### config.mk
export PLATFORM = sky130hd
export DESIGN_NAME = reg_pipe2
export DESIGN_NICKNAME = d
export VERILOG_FILES = /design/src/rtl/reg_pipe2.sv
export SDC_FILE = /design/constraint.sdc
export NUM_CORES = 1
export LEC_CHECK = 0
export BUFFER_PORTS_ARGS = -buffer_cell sky130_fd_sc_hd__buf_2
export CAP_MARGIN = 20
export CELL_PAD_IN_SITES_DETAIL_PLACEMENT = 1
export CELL_PAD_IN_SITES_GLOBAL_PLACEMENT = 1
export CORE_AREA = 2 2 39 41
export CTS_CLUSTER_DIAMETER = 150
export CTS_CLUSTER_SIZE = 30
export DETAILED_ROUTE_END_ITERATION = 12
export DIE_AREA = 0 0 41 43
export PLACE_DENSITY_LB_ADDON = 0.1
export SYNTH_ARGS = -nofsm -noshare
export SYNTH_HDL_FRONTEND = slang
export SYNTH_SLANG_ARGS = --single-unit
export TNS_END_PERCENT = 30
### constraint.sdc
create_clock -name CLK -period 2.5 [get_ports CLK]
set_input_delay 0.125 -clock CLK [delete_from_list [all_inputs] [get_ports CLK]]
set_output_delay 0.125 -clock CLK [all_outputs]
set_load 0.02 [all_outputs]
### src/rtl/reg_pipe2.sv
// reg_pipe2: two-entry registered pipeline buffer with enq/deq handshake.
// The head slot (data0) drives D_OUT directly, and the skid slot (data1)
// absorbs one extra word. FULL_N, EMPTY_N and D_OUT all come straight from
// flops, so there is no combinational path from any input to any output.

`ifndef BSV_ASSIGNMENT_DELAY
`define BSV_ASSIGNMENT_DELAY
`endif

module reg_pipe2 #(
    parameter int               width = 1,
    parameter logic [width-1:0] init  = '0
) (
    input  logic             CLK,
    input  logic             RST,
    input  logic [width-1:0] D_IN,
    input  logic             ENQ,
    output logic             FULL_N,
    output logic [width-1:0] D_OUT,
    input  logic             DEQ,
    output logic             EMPTY_N,
    input  logic             CLR
);

    // Occupancy of the buffer: no entries, head only, or head plus skid.
    typedef enum logic [1:0] {
        ST_EMPTY = 2'd0,
        ST_ONE   = 2'd1,
        ST_TWO   = 2'd2
    } state_t;

    state_t           state;
    state_t           state_nxt;
    logic [width-1:0] data0;
    logic [width-1:0] data1;
    logic             full_n_q;
    logic             empty_n_q;

    logic             enq_ok;
    logic             deq_ok;
    logic             ld0_din;
    logic             ld0_skid;
    logic             ld1_din;

    // Requests only count when the registered status allows them; a write
    // while full or a read while empty leaves every register untouched.
    assign enq_ok = ENQ & full_n_q;
    assign deq_ok = DEQ & empty_n_q;

    // Next occupancy and which data slot loads what; CLR overrides both
    // handshakes and leaves the data slots as they are.
    always_comb begin
        state_nxt = state;
        ld0_din   = 1'b0;
        ld0_skid  = 1'b0;
        ld1_din   = 1'b0;
        case (state)
            ST_EMPTY: begin
                if (enq_ok) begin
                    ld0_din   = 1'b1;
                    state_nxt = ST_ONE;
                end
            end
            ST_ONE: begin
                if (enq_ok && deq_ok) begin
                    // Pass-through: the departing head is replaced in place.
                    ld0_din   = 1'b1;
                    state_nxt = ST_ONE;
                end else if (enq_ok) begin
                    ld1_din   = 1'b1;
                    state_nxt = ST_TWO;
                end else if (deq_ok) begin
                    state_nxt = ST_EMPTY;
                end
            end
            ST_TWO: begin
                if (deq_ok) begin
                    ld0_skid  = 1'b1;
                    state_nxt = ST_ONE;
                end
            end
            default: begin
                state_nxt = ST_EMPTY;
            end
        endcase
        if (CLR) begin
            state_nxt = ST_EMPTY;
            ld0_din   = 1'b0;
            ld0_skid  = 1'b0;
            ld1_din   = 1'b0;
        end
    end

    // Occupancy and status flags; the flags are precomputed from the next
    // occupancy so the ports are driven straight from flops.
    always_ff @(posedge CLK or negedge RST) begin
        if (!RST) begin
            state     <= `BSV_ASSIGNMENT_DELAY ST_EMPTY;
            full_n_q  <= `BSV_ASSIGNMENT_DELAY 1'b1;
            empty_n_q <= `BSV_ASSIGNMENT_DELAY 1'b0;
        end else begin
            state     <= `BSV_ASSIGNMENT_DELAY state_nxt;
            full_n_q  <= `BSV_ASSIGNMENT_DELAY (state_nxt != ST_TWO);
            empty_n_q <= `BSV_ASSIGNMENT_DELAY (state_nxt != ST_EMPTY);
        end
    end

    // Head and skid data slots.
    always_ff @(posedge CLK or negedge RST) begin
        if (!RST) begin
            data0 <= `BSV_ASSIGNMENT_DELAY init;
            data1 <= `BSV_ASSIGNMENT_DELAY init;
        end else begin
            if (ld0_din) begin
                data0 <= `BSV_ASSIGNMENT_DELAY D_IN;
            end else if (ld0_skid) begin
                data0 <= `BSV_ASSIGNMENT_DELAY data1;
            end
            if (ld1_din) begin
                data1 <= `BSV_ASSIGNMENT_DELAY D_IN;
            end
        end
    end

    assign D_OUT   = data0;
    assign FULL_N  = full_n_q;
    assign EMPTY_N = empty_n_q;

endmodule

==> results.yml <==
outcome:
  status: "finished clean"
floorplanning:
  start_util_pct: 23.4
  chipHeight_um: 43
  io_pins: 9
  placementRows: 14
  fp.dieW_um: 41
  core_um2: 1380
  die-area_um2: 1760
hold_path:
  min_from: "D_IN"
  min_path_type: "in2reg"
  min_to: "data1"
  whs_path_depth: 2
clock_network:
  clkSlewWorstSetupHoldPaths_ps: 50
  clock_latency_ps: 250
  cts_resized: 0
  htreeDepth: 1
  cts-buffers-inserted: 3
  root_buffer: "clkbuf_4"
  cts_setup_buffers: 0
  clk_path_buf_depth: 2
  clkSinkCount: 6
  cts_tree: "yes"
finish:
  fillers: 160
  post_route_cells_drive_above_1_share_pct: 38.5
  antennaDiodeCount: 0
  layout.cells.non_filler: 55
  syn_to_final_growth_pct: 29.7
  fin_nets: 46
  final_cell_area_um2: 420
  fin_util_pct: 30.4
logic_synthesis:
  muxShareOfSynthArea_pct: 3.47
  synthesis.area_um2: 324
  synth-seq-cells: 6
  synth-edff-count: 0
  synth.area.top_cells: "dfrtp_1 (39%), dfstp_2 (8.1%), nor4b_4 (7.3%), a21boi_4 (5.8%), nand4b_1 (5.4%)"
  synth_cells: 26
  synth_area_per_cell_um2: 12.5
  synth_top_family_by_area: "simple AND/OR/NAND/NOR gates"
  ys_seq_area_share_pct: 46.7
  ys_top_cells_by_count: "dfrtp_1 (5), nand2b_1 (2), nand4b_1 (2)"
  synth_top_area_cell: "dfrtp_1"
  synth_ff_type: "dfrtp_1"
  synthSimpleGateAreaFrac_pct: 26.3
  synth_compound_area_share_pct: 19.7
  ys_warn_count: 0
  yosysTopAreaCellShare_pct: 38.6
  synthesis.nets: 32
  synth_adder_area_share_pct: 0
  synthMostInstantiatedCell: "dfrtp_1"
  async_flop_share_pct: 100
  synth_cell_types: 20
  synth-xor-area-share_pct: 2.70
power:
  leakage_nw: 0.171
  power.density_nw_per_um2: 725
  ir_drop_mv: 0.229
timing:
  setup_viol: 0
  drv_slew: 0
  slew_headroom_pct: 80.8
  finalSetupTns_ps: 0
  finalCritPeriodShare_pct: 55.7
  hold_viol_final: 0
  worst_pin_slew_ps: 289
  rsz0062_at_grt: "false"
  clock_skew_ps: 3.71
  timing.final.crit_period_ps: 1390
  fmax_mhz: 718
placed_design:
  place_area_um2: 384
  portBuffers: 8
  routabilityCongestion: 0.656
  numPlacedInstances: 50
critical_path:
  critPathRequiredTime_ps: 2630
  rr_startpoint: "FULL_N"
  cp-start-kind: "flip-flop"
  reg2regPathDepth: 3
  rrSetupSlack_ps: 1110
  worst_r2r_endpoint: "data1"
  crit_slowest_cell: "dfstp_2"
  critPathMaxStageDelay_ps: 540
  crit_path_max_fanout: 4
  arrival_ps: 1520
  cp_cell_sequence: "nand2_1 -> nor4b_4 -> mux2_1"
  path_class: "reg2reg"
  cp-end-kind: "flip-flop"
global_route:
  grt_usage_pct: 10.0
  antenna_found_initial: 0
  grt.overflow.total: 0
  grt_pass1_vias: 270
  grt_pass1_wl_mm: 1.12
  grt_max_degree: 9
drt:
  drt_iter0_markers: 0
  routed_wl_um: 637
  vias: 258
  route.detailed.drc: 0
  wire_per_inst_um: 11.6
  viasPerCell: 4.69
  antenna_left: 0
  dr.pass1.iters: 1
flow_run:
  drv_cap: 0
## worst max path at each step
stage	depth (start not counted)	from	endpoint
global placement	3	FULL_N	data1
CTS	3	FULL_N	data1
finish	3	FULL_N	data1
global route	3	FULL_N	data1
floorplan	3	FULL_N	data1
detailed placement	3	FULL_N	data1
## cell usage in the layout (no fill, tap or decap), types with 2 or more instances in the layout
master    count
buf_2         8
dfrtp_1       5
clkbuf_4      3
nand4b_1      2
nand2b_1      2
## state kept, by name, summed over array words and instances, names as in the netlist
name / cells
FULL_N: 1
state: 2
data1: 1
EMPTY_N: 1
D_OUT: 1
## repair_timing
action                                  CTS  global route
hold buffers                              1             0
endpoints found under the setup margin    0             0
endpoints found under the hold margin     6             0
## routing by layer
metal  part of all wire (%)  global-route usage, %
met4                    3.9                   12.0
met3                    5.5                   2.09
met2                     47                   11.9
met5                      0                      0
met1                     44                   12.8
## stage by stage
stage | worst slack (ps) | power [mW] | hold slack (ps)
finish | 1110 | 0.305 | 116
global route | 998 | 0.325 | 139
CTS | 1100 | 0.313 | 113
detailed placement | 1100 | 0.210 | -48.7
global placement | 1090 | 0.211 | -48.5
floorplan | 1070 | 0.184 | -171
## layout make-up
| class | count | area [um2] | share of cell area, % |
|---|---|---|---|
| clock buffers | 4 | 26.3 | 6.25 |
| inverters | 1 | 3.75 | 0.893 |
| multi-input cells | 19 | 169 | 40.2 |
| flip-flops and latches | 6 | 151 | 36.0 |
| well taps | 16 | 20.0 | 4.76 |
| repair buffers | 9 | 50.0 | 11.9 |
## cells by family (layout without fill, tap and decap cells)
| family | Yosys count | in the layout |
|---|---|---|
| muxes | 1 | 1 |
| AOI/OAI and AO/OA | 7 | 7 |
| buffers and inverters | 1 | 14 |
| DFF | 6 | 6 |
| and+or+nand+nor | 10 | 10 |
| xor gates and xnor gates | 1 | 1 |
## worst max-delay path, delay by kind of cell, from the launching register on
kind | cells | cell delay (ps)
flops | 1 | 540
mux | 1 | 340
simple gates | 2 | 390
## report_power, final
| part | total, mW | switching [mW] | internal (mW) |
|---|---|---|---|
| registers | 0.134 | 0.0158 | 0.118 |
| clock network | 0.0968 | 0.0363 | 0.0605 |
| logic | 0.0741 | 0.0369 | 0.0372 |
| total | 0.305 | 0.0891 | 0.216 |
Note: power is estimated with default switching activity, not from simulation.
